<file path="config.mk">
export PLATFORM = sky130hd
export DESIGN_NAME = fifo_wptr_full
export DESIGN_NICKNAME = d
export VERILOG_FILES = /design/src/rtl/fifo_pkg.sv /design/src/rtl/fifo_wptr_full_sync_r2w.sv /design/src/rtl/fifo_wptr_full.sv
export SDC_FILE = /design/constraint.sdc
export NUM_CORES = 1
export LEC_CHECK = 0
export ABC_AREA = 0
export BUFFER_PORTS_ARGS = -buffer_cell sky130_fd_sc_hd__buf_4
export CAP_MARGIN = 20
export CORE_MARGIN = 8
export CORE_UTILIZATION = 50
export CTS_BUF_LIST = sky130_fd_sc_hd__clkbuf_8 sky130_fd_sc_hd__clkbuf_16
export DETAILED_ROUTE_END_ITERATION = 10
export GPL_ROUTABILITY_DRIVEN = 0
export MAX_ROUTING_LAYER = met4
export PLACE_DENSITY = 0.79
export SLEW_MARGIN = 0
export SYNTH_ARGS = -nofsm -noshare
export SYNTH_HDL_FRONTEND = slang
export SYNTH_SLANG_ARGS = --single-unit
</file>
<file path="constraint.sdc">
create_clock -name wclk -period 4.4 [get_ports wclk]
set_input_delay 0.88 -clock wclk [delete_from_list [all_inputs] [get_ports wclk]]
set_output_delay 0.88 -clock wclk [all_outputs]
set_load 0.02 [all_outputs]
</file>
<file path="src/rtl/fifo_pkg.sv">
// Shared async-FIFO helpers: pointer width, depth and Gray/binary conversion.
// Used by both the write-side and read-side control stages.
package fifo_pkg;

  localparam int unsigned ADDRSIZE_DFLT = 4;
  localparam int unsigned PTR_W_DFLT    = ADDRSIZE_DFLT + 1;

  function automatic int unsigned ptr_width(input int unsigned addrsize);
    return addrsize + 1;
  endfunction

  function automatic int unsigned depth(input int unsigned addrsize);
    return 32'(1) << addrsize;
  endfunction

  // Operates on zero-extended values; callers truncate to their pointer width.
  function automatic logic [31:0] bin2gray(input logic [31:0] b);
    return b ^ (b >> 1);
  endfunction

  function automatic logic [31:0] gray2bin(input logic [31:0] g);
    logic [31:0] b;
    b = g;
    for (int i = 1; i < 32; i++) begin
      b = b ^ (g >> i);
    end
    return b;
  endfunction

endpackage

</file>
<file path="src/rtl/fifo_wptr_full_sync_r2w.sv">
// Two-flop synchroniser bringing the read-domain Gray pointer into wclk.
// Mirrored on the read side as sync_w2r.
module sync_r2w #(
  parameter int unsigned W = 5
) (
  input  logic         wclk,
  input  logic         wrst_n,
  input  logic [W-1:0] rptr,
  output logic [W-1:0] wq2_rptr
);

  logic [W-1:0] wq1_rptr_q;
  logic [W-1:0] wq2_rptr_q;

  always_ff @(posedge wclk or negedge wrst_n) begin
    if (!wrst_n) begin
      wq1_rptr_q <= '0;
      wq2_rptr_q <= '0;
    end else begin
      wq1_rptr_q <= rptr;
      wq2_rptr_q <= wq1_rptr_q;
    end
  end

  assign wq2_rptr = wq2_rptr_q;

endmodule

</file>
<file path="src/rtl/fifo_wptr_full.sv">
// Async FIFO write-side control: write pointer, full/overflow flags, memory write port.
// FIFO_ALMOST_FULL_EN builds the write-side occupancy count and almost-full flag.
module fifo_wptr_full
  import fifo_pkg::*;
#(
  parameter int unsigned ADDRSIZE     = 4,
  parameter int unsigned AFULL_THRESH = 12
) (
  input  logic                wclk,
  input  logic                wrst_n,
  input  logic                winc,
  input  logic [ADDRSIZE:0]   rptr,
  input  logic                woverflow_clr,
  output logic [ADDRSIZE-1:0] waddr,
  output logic                wclken,
  output logic [ADDRSIZE:0]   wptr,
  output logic                wfull,
  output logic                woverflow,
  output logic [ADDRSIZE:0]   wcount,
  output logic                walmost_full
);

  localparam int unsigned PTR_W = ptr_width(ADDRSIZE);

  logic [PTR_W-1:0] wq2_rptr;
  logic [PTR_W-1:0] wbin_q, wbin_d;
  logic [PTR_W-1:0] wptr_q, wptr_d;
  logic             wfull_q, wfull_d;
  logic             woverflow_q, woverflow_d;
  logic             push;

  sync_r2w #(.W(PTR_W)) u_sync_r2w (
    .wclk     (wclk),
    .wrst_n   (wrst_n),
    .rptr     (rptr),
    .wq2_rptr (wq2_rptr)
  );

  // Full when the next write pointer sits one lap ahead of the synchronised read pointer.
  always_comb begin
    push        = winc & ~wfull_q;
    wbin_d      = wbin_q + PTR_W'(push);
    wptr_d      = PTR_W'(bin2gray(32'(wbin_d)));
    wfull_d     = (wptr_d == {~wq2_rptr[ADDRSIZE:ADDRSIZE-1], wq2_rptr[ADDRSIZE-2:0]});
    woverflow_d = woverflow_clr ? 1'b0 : (woverflow_q | (winc & wfull_q));
  end

  always_ff @(posedge wclk or negedge wrst_n) begin
    if (!wrst_n) begin
      wbin_q      <= '0;
      wptr_q      <= '0;
      wfull_q     <= 1'b0;
      woverflow_q <= 1'b0;
    end else begin
      wbin_q      <= wbin_d;
      wptr_q      <= wptr_d;
      wfull_q     <= wfull_d;
      woverflow_q <= woverflow_d;
    end
  end

  assign waddr     = wbin_q[ADDRSIZE-1:0];
  assign wclken    = push;
  assign wptr      = wptr_q;
  assign wfull     = wfull_q;
  assign woverflow = woverflow_q;

`ifdef FIFO_ALMOST_FULL_EN
  logic [PTR_W-1:0] wcount_q, wcount_d;
  logic             walmost_full_q, walmost_full_d;

  // Modular difference stays in 0..DEPTH because the synced read pointer never leads.
  always_comb begin
    wcount_d       = wbin_d - PTR_W'(gray2bin(32'(wq2_rptr)));
    walmost_full_d = (32'(wcount_d) >= AFULL_THRESH);
  end

  always_ff @(posedge wclk or negedge wrst_n) begin
    if (!wrst_n) begin
      wcount_q       <= '0;
      walmost_full_q <= 1'b0;
    end else begin
      wcount_q       <= wcount_d;
      walmost_full_q <= walmost_full_d;
    end
  end

  assign wcount       = wcount_q;
  assign walmost_full = walmost_full_q;
`else
  assign wcount       = '0;
  assign walmost_full = 1'b0;
`endif

endmodule

</file>
# Word-level counts from Yosys, hierarchy flattened
# Cells that the tools add are included.
[word_totals] register_bits=22 output_inout_bits=18
[classes] addsub=1 n_eq_ne=1 mux=1 bitwise_logic=6
[ops] op="adder 5 x 1 -> 5 bit" n=1
[ops] op="equality test 5 bit" n=1
[ops] op="XOR 5 x 4 -> 5 bit" n=1
[ops] op="bitwise AND 1 bit" n=2
[ops] op="NOT 2 bit" n=1
[ops] op="2-to-1 mux 1 bit" n=1
[ops] op="NOT 1 bit" n=1
[ops] op="bitwise OR 1 bit" n=1

# Longest topological paths before layout
# Gate-level depths: netlist of run 1.
[depth] depth_word=5 mapped_depth=8 mapped_depth_nobuf=8

# Modules after synthesis
# Synthesis of run 1 repeated with hierarchy kept, for this count alone.
[hier_totals] hier_cells=61 hier_area_um2=828.3
[modules_own_cells] mod="fifo_wptr_full" n_inst=1 cells_each=51 area_per_inst_um2=578.1
[modules_own_cells] mod="sync_r2w" n_inst=1 cells_each=10 area_per_inst_um2=250.2

# Least setup slack after synthesis of run 1
# Ideal clock, no wire load.
[synth_timing] path_type="input port to flip-flop" from="in winc" to="reg wfull_q, in the netlist wfull" setup_ns=0.096 arrival_ns=2.725 required_ns=4.304 setup_slack_ns=1.579 cell_stages=7 n_path_buf=0 path_cell_list="nor2b_1 ha_1 ha_1 xnor2_1 or3_1 a31o_1 nor4_2"
[synth_via] elab_chain_len=4
[synth_rtl] element="start: declaration" line="fifo_wptr_full.sv:11" text="input logic winc,"
[synth_rtl] element="bitwise AND 1 bit" line="fifo_wptr_full.sv:41" text="push = winc & ~wfull_q;"
[synth_rtl] element="adder 5 x 1 -> 5 bit" line="fifo_wptr_full.sv:42" text="wbin_d = wbin_q + PTR_W'(push);"
[synth_rtl] element="net wbin_d[1]" line="fifo_wptr_full.sv:26" text="logic [PTR_W-1:0] wbin_q, wbin_d;"
[synth_rtl] element="XOR 5 x 4 -> 5 bit" line="fifo_pkg.sv:18" text="return b ^ (b >> 1);"
[synth_rtl] element="equality test 5 bit" line="fifo_wptr_full.sv:44" text="wfull_d = (wptr_d == {~wq2_rptr[ADDRSIZE:ADDRSIZE-1], wq2_rptr[ADDRSIZE-2:0]});"
[synth_rtl] element="net wfull_d" line="fifo_wptr_full.sv:28" text="logic wfull_q, wfull_d;"
[synth_rtl] element="end signal: assignment" line="fifo_wptr_full.sv:57" text="wfull_q <= wfull_d;"
[synth_rtl] element="end: declaration" line="fifo_wptr_full.sv:28"
# The timed path passes the listed nets, and every way through them passes these cells.

# Worst setup path after layout of run 1
# Ends and elaborated chain as after synthesis.

==> results of run 1 <==
==> layer usage <==
| metal | wire length (µm) | vias up | share of wire [%] |
|---|---|---|---|
| met5 | 0 | - | 0 |
| met4 | 29 | 0 | 2.1 |
| met3 | 118 | 2 | 8.5 |
| met2 | 660 | 19 | 48 |
| met1 | 579 | 228 | 42 |
| li1 | - | 233 | - |
==> how the worst max path moves through the flow <==
stage,start,end,slack (ns),depth (start not counted)
finish,winc,wfull,1.84,9
global route,winc,wfull,1.62,9
CTS,winc,wfull,1.82,9
detailed placement,winc,wfull,1.58,9
global placement,winc,wfull,1.61,9
floorplan,winc,wfull,1.58,7
==> through the flow <==
stage / total power [µW] / std cells / hold slack (ns) / area [µm²]
2_1_floorplan: 572.6 / 66 / 0.3312 / 847.1
3_3_place_gp: 693.7 / 96 / 0.3330 / 972.2
3_5_place_dp: 702.0 / 96 / 0.3410 / 972.2
4_1_cts: 826.9 / 100 / 0.3575 / 1017
5_1_grt: 877.1 / 100 / 0.3664 / 1017
6_report: 813.7 / 100 / 0.3512 / 1017
==> cell usage in the layout, fill, tap and decap left out, drive strengths merged <==
cell type	netlist	routed
inv	0	1
xnor2	5	5
nand3	3	3
nand2	1	1
o21ai	1	1
conb	1	6
nor3b	1	1
nor2	1	1
nor3	1	1
dfrtp	21	21
nor4	1	1
clkbuf	0	3
a31o	1	1
a21oi	2	2
xor2	9	9
buf	6	20
and3b	1	1
nor2b	3	3
ha	2	2
or3	1	1
==> cell type report <==
cell class              count  area (µm²)  area share (%)
clock buffers               3       41.29           4.059
multi-input cells          39       276.5           27.18
flip-flops and latches     21       525.5           51.66
well taps                  16       20.02           1.968
repair buffers             20       150.1           14.76
clock inverters             1       3.754          0.3690
==> cell families after synthesis <==
| family | share of synthesized area, % |
|---|---|
| AO/OA/AOI/OAI | 2.870 |
| XOR/XNOR | 14.80 |
| adder cells (fa/ha/maj) | 3.021 |
| buffers and inverters | 5.438 |
| flip-flops | 63.44 |
| other | 0.4527 |
| AND/OR/NAND/NOR | 9.969 |
==> synthesized netlist by cell type <==
master    n  area [µm²]
dfrtp_1  21       525.5
xor2_1    9       78.83
buf_4     6       45.04
xnor2_1   5       43.79
nand3_1   3       15.01
nor2b_1   3       18.77
a21oi_1   2       10.01
ha_1      2       25.02
a31o_1    1       8.760
and3b_2   1       10.01
conb_1    1       3.750
nand2_1   1       3.750
nor2_1    1       3.750
nor3_1    1       5.000
nor3b_1   1       7.510
nor4_2    1       12.51
o21ai_0   1       5.000
or3_1     1       6.260
==> sequential cells by signal (all words and copies together) (netlist names) <==
| register | flops |
|---|---|
| u_sync_r2w.wq1_rptr_q | 5 |
| u_sync_r2w.wq2_rptr | 5 |
| wbin_q | 5 |
| wfull | 1 |
| woverflow | 1 |
| wptr | 4 |
==> power breakdown <==
part | internal (µW) | switching [µW]
clock | 62.1 | 57.6
sequential | 252 | 43.2
combinational | 177 | 222
==> worst reg2reg max path, stage by stage, from the launching register on <==
cell and delay [ns]:
dfrtp_1 0.40, nor2b_1 0.16, ha_1 0.21, ha_1 0.29, xnor2_1 0.28, nor3b_1 0.22, nor3_1 0.07, a31o_1 0.20
nor4_2 0.27
==> summary.txt, run 1 <==
Crit path top cell by count -> ha_1
Hold Path End -> u_sync_r2w.wq2_rptr[0]
final HPWL from detailed placement -> 1.087 mm
WP data required -> 4.56 ns
first-pass detailed-route iteration total -> 3
Longest Clk Path Bufs -> 2
Die Area -> 0.003215 mm²
Die H -> 56.70 µm
Post-Syn Area -> 828.3 µm²
R2R setup slack -> 2.20 ns
ant diodes -> 0
total number of yosys warnings -> 0
# Max-Cap Violations -> 0
Via Count -> 482
Antenna Nets Post-Route -> 0
global-route wire length before repair -> 2.497 mm
CP Cell Sequence -> buf_4 -> nor2b_1 -> ha_1 -> ha_1 -> xnor2_1 -> nor3b_1 -> nor3_1 -> a31o_1 -> nor4_2
CTS sink cnt -> 21
TNS Setup -> 0 ns
Core Area -> 0.001524 mm²
final worst setup slack -> 1.840 ns
R2R Path Start -> wfull
Reg clk slew, reported paths -> 0.07 ns
CP max-delay cell -> ha_1
Detailed Route Iter0 Violations -> 1
Post-Place Setup Slack -> 1.575 ns
CP Buf/Inv Count -> 1
Die W -> 56.70 µm
Hold Path Origin -> u_sync_r2w.wq1_rptr_q[0]
total track usage -> 10.15%
Setup Crit Path Kind -> primary input to flip-flop
worst hold stages -> 0
final-layout fill cell count -> 120
Final Max Tran Viols -> 0
GR met1 Demand/Resource -> 11.41%
post-route DRC violation count -> 0
Syn Area/Cell -> 13.58 µm²
Setup Fix Bufs, Post-CTS -> 0
status -> finished clean
power per cell area -> 799.9 mW/mm²
Fmax -> 390.6 MHz
#FFs+latches synth -> 21
H-tree depth -> 1
sequential share of the synthesized area -> 63.44%
nets@finish -> 96
crit-path leading delay family -> simple AND/OR/NAND/NOR gates
static leakage -> 0.0004906 µW
vias per cell -> 4.820
RSZ-0062 raised after global routing -> false
clock root cell -> clkbuf_8
Tmin final -> 2.560 ns
drt wl/cell -> 13.88 µm
Syn Inst Count -> 61
layout cells sized above 1 -> 29.76%
Final Hold Vio Count -> 0
Rows -> 14
Reg2Reg Depth -> 8
Fin Clk Skew -> 0.001986 ns
Routed WL -> 1.388 mm
GR Layer Usage met3 -> 4.944%
post_cts resized -> 0
peak supply drop -> 0.4548 mV
CTS tree -> built
I/O pin total -> 27
GR peak layer -> met2
P&R area growth vs syn -> 22.81%
worst path arrival time -> 2.72 ns
Skew-Pair Late Insertion Delay -> 0.26 ns
Starting Density -> 54.35%
crit-path max FO -> 4
Final Util -> 66.75%
Worst R2R End -> wfull
total grt overflow -> 0
Inserted Clock Buffers -> 3
period utilisation layout -> 58.18%
slowest stage delay, CP -> 0.35 ns
Distinct cells, synth -> 18
Critical Path Source Type -> primary input
Worst Setup End Kind -> flip-flop
vias in the first global route -> 524
Post-CTS Hold Buffers -> 0
largest net degree at the start of global routing -> 22
initial antenna violation count -> 0
Min-Delay Path Class -> flip-flop to flip-flop
setup violation total in the final timing report -> 0
GR Layer Usage met2 -> 14.11%
Port Buffers -> 20
No activity file was read; power rests on OpenSTA's default activity.
==> inputs of run 2 (changes only) <==
Settings changed: CORE_UTILIZATION 50 to 43, PLACE_DENSITY 0.79 to 0.72.
Clock period 4.4 ns to 2.1 ns, I/O delays scaled along.
==> run 2 against run 1 <==
Compared with the run above:
- flip-flop and latch count stayed put
- first-iteration DRC count grew to 3.0 times the previous value
- final cell count is 12% higher
- largest power group unchanged
- critical path type is now flip-flop to flip-flop
- global-route usage is 1.6 points lower
==> summary.txt, run 2 (synthesis results as in run 1) <==
Worst Setup End Kind -> flip-flop
first-pass detailed-route iteration total -> 2
nets@finish -> 97
Skew-Pair Late Insertion Delay -> 0.25 ns
most frequent cells in the layout -> buf_4 (21), dfrtp_1 (20), xor2_1 (9)
peak supply drop -> 0.8965 mV
WP data required -> 2.26 ns
post-route DRC violation count -> 0
clock root cell -> clkbuf_8
drt wl/cell -> 12.35 µm
layout cells sized above 1 -> 38.82%
TNS Setup -> 0 ns
worst path arrival time -> 2.15 ns
Routed WL -> 1.383 mm
Crit path top cell by count -> ha_4
vias per cell -> 4.393
Post-CTS Hold Buffers -> 0
total track usage -> 8.547%
Inserted Clock Buffers -> 3
fin cells -> 112
Reg2Reg Depth -> 7
Reg clk slew, reported paths -> 0.07 ns
CTS tree -> built
final HPWL from detailed placement -> 1.067 mm
H-tree depth -> 1
CTS sink cnt -> 21
Setup Crit Path Kind -> flip-flop to flip-flop
P&R area growth vs syn -> 31.12%
crit-path max FO -> 4
final-layout fill cell count -> 171
global-route wire length before repair -> 2.159 mm
I/O pin total -> 27
Fmax -> 504.7 MHz
Tot Pwr -> 1828 µW
R2R Path Start -> wfull
Worst R2R End -> wfull
placed instance area -> 0.001035 mm²
vias in the first global route -> 505
Hold Slack -> 0.02934 ns
crit-path leading delay family -> simple AND/OR/NAND/NOR gates
Port Buffers -> 20
CP Buf/Inv Count -> 0
Final Hold Vio Count -> 0
post-route cell area -> 0.001086 mm²
Setup Fix Bufs, Post-CTS -> 0
Critical Path Source Type -> flip-flop
Longest Clk Path Bufs -> 2
Core Area -> 0.001882 mm²
Antenna Nets Post-Route -> 0
post_cts resized -> 0
Die Area -> 0.003587 mm²
Final Max Tran Viols -> 0
Starting Density -> 44.02%
power per cell area -> 1683 mW/mm²
Min-Delay Path Class -> primary input to asynchronous set/reset pin
largest net degree at the start of global routing -> 22
R2R setup slack -> 0.12 ns
# Max-Cap Violations -> 0
static leakage -> 0.0005055 µW
Detailed Route Iter0 Violations -> 3
Via Count -> 492
CP Cell Sequence -> nor2b_4 -> ha_4 -> ha_4 -> xnor2_2 -> or3_1 -> a31o_1 -> nor4_2
Placed Cells -> 108
period utilisation layout -> 94.34%
RSZ-0062 raised after global routing -> false
initial antenna violation count -> 0
CP max-delay cell -> dfrtp_2
total grt overflow -> 0
Tmin final -> 1.981 ns
status -> finished clean
most common cell after layout, fill and taps aside -> buf_4
Die W -> 59.89 µm
Fin Clk Skew -> 0.001624 ns
slowest stage delay, CP -> 0.43 ns
setup violation total in the final timing report -> 0
Die H -> 59.89 µm
ant diodes -> 0
Rows -> 16
-- run 2: cell types whose count changed in the layout (fill, tap and decap cells not counted), sizes merged --
cell,delta
inv,-1
clkinv,+1
buf,+1
-- run 2: final cells by class --
| cell class | instances | area [µm²] | share of cell area, % |
|---|---|---|---|
| tap | 27 | 33.78 | 3.111 |
| clock buffer | 3 | 41.29 | 3.802 |
| sequential | 21 | 526.8 | 48.50 |
| timing repair buffer | 21 | 157.7 | 14.52 |
| multi-input combinational | 39 | 321.6 | 29.61 |
| clock inverter | 1 | 5.005 | 0.4608 |
-- run 2: worst max-delay path by stage --
stage               start  endpoint  slack [ns]  depth (start not counted)
floorplan           wfull     wfull        0.05                          7
global placement     winc     wfull        0.04                          8
detailed placement   winc     wfull      -0.006                          8
CTS                 wfull     wfull        0.10                          7
global route        wfull     wfull       0.004                          8
finish              wfull     wfull        0.12                          7
-- run 2: per-stage QoR --
step | worst slack [ns] | utilization [%]
after global routing | 0.003815 | 57.71
after floorplan | 0.04665 | -
after detailed placement | -0.006302 | 54.99
after global placement | 0.03926 | 54.99
final | 0.1188 | 57.71
after CTS | 0.1012 | 57.45
-- run 2: worst reg2reg max path, stage by stage (launching register included) --
cell and delay, ns:
dfrtp_2 0.43, nor2b_4 0.15, ha_4 0.16, ha_4 0.20
xnor2_2 0.15, or3_1 0.32, a31o_1 0.23, nor4_2 0.24
-- run 2: power by group --
part           internal, µW  switching (µW)  leakage (µW)
Clock                   132             123     0.0000255
Sequential              530             106      0.000248
Combinational           449             489      0.000232
-- run 2: routing by layer --
layer / track usage [%] / up-vias / share of wire [%]
li1: - / 236 / -
met1: 8.601 / 230 / 40
met2: 13.85 / 22 / 49
met3: 3.226 / 4 / 9.0
met4: 5.102 / 0 / 1.9
met5: - / - / 0
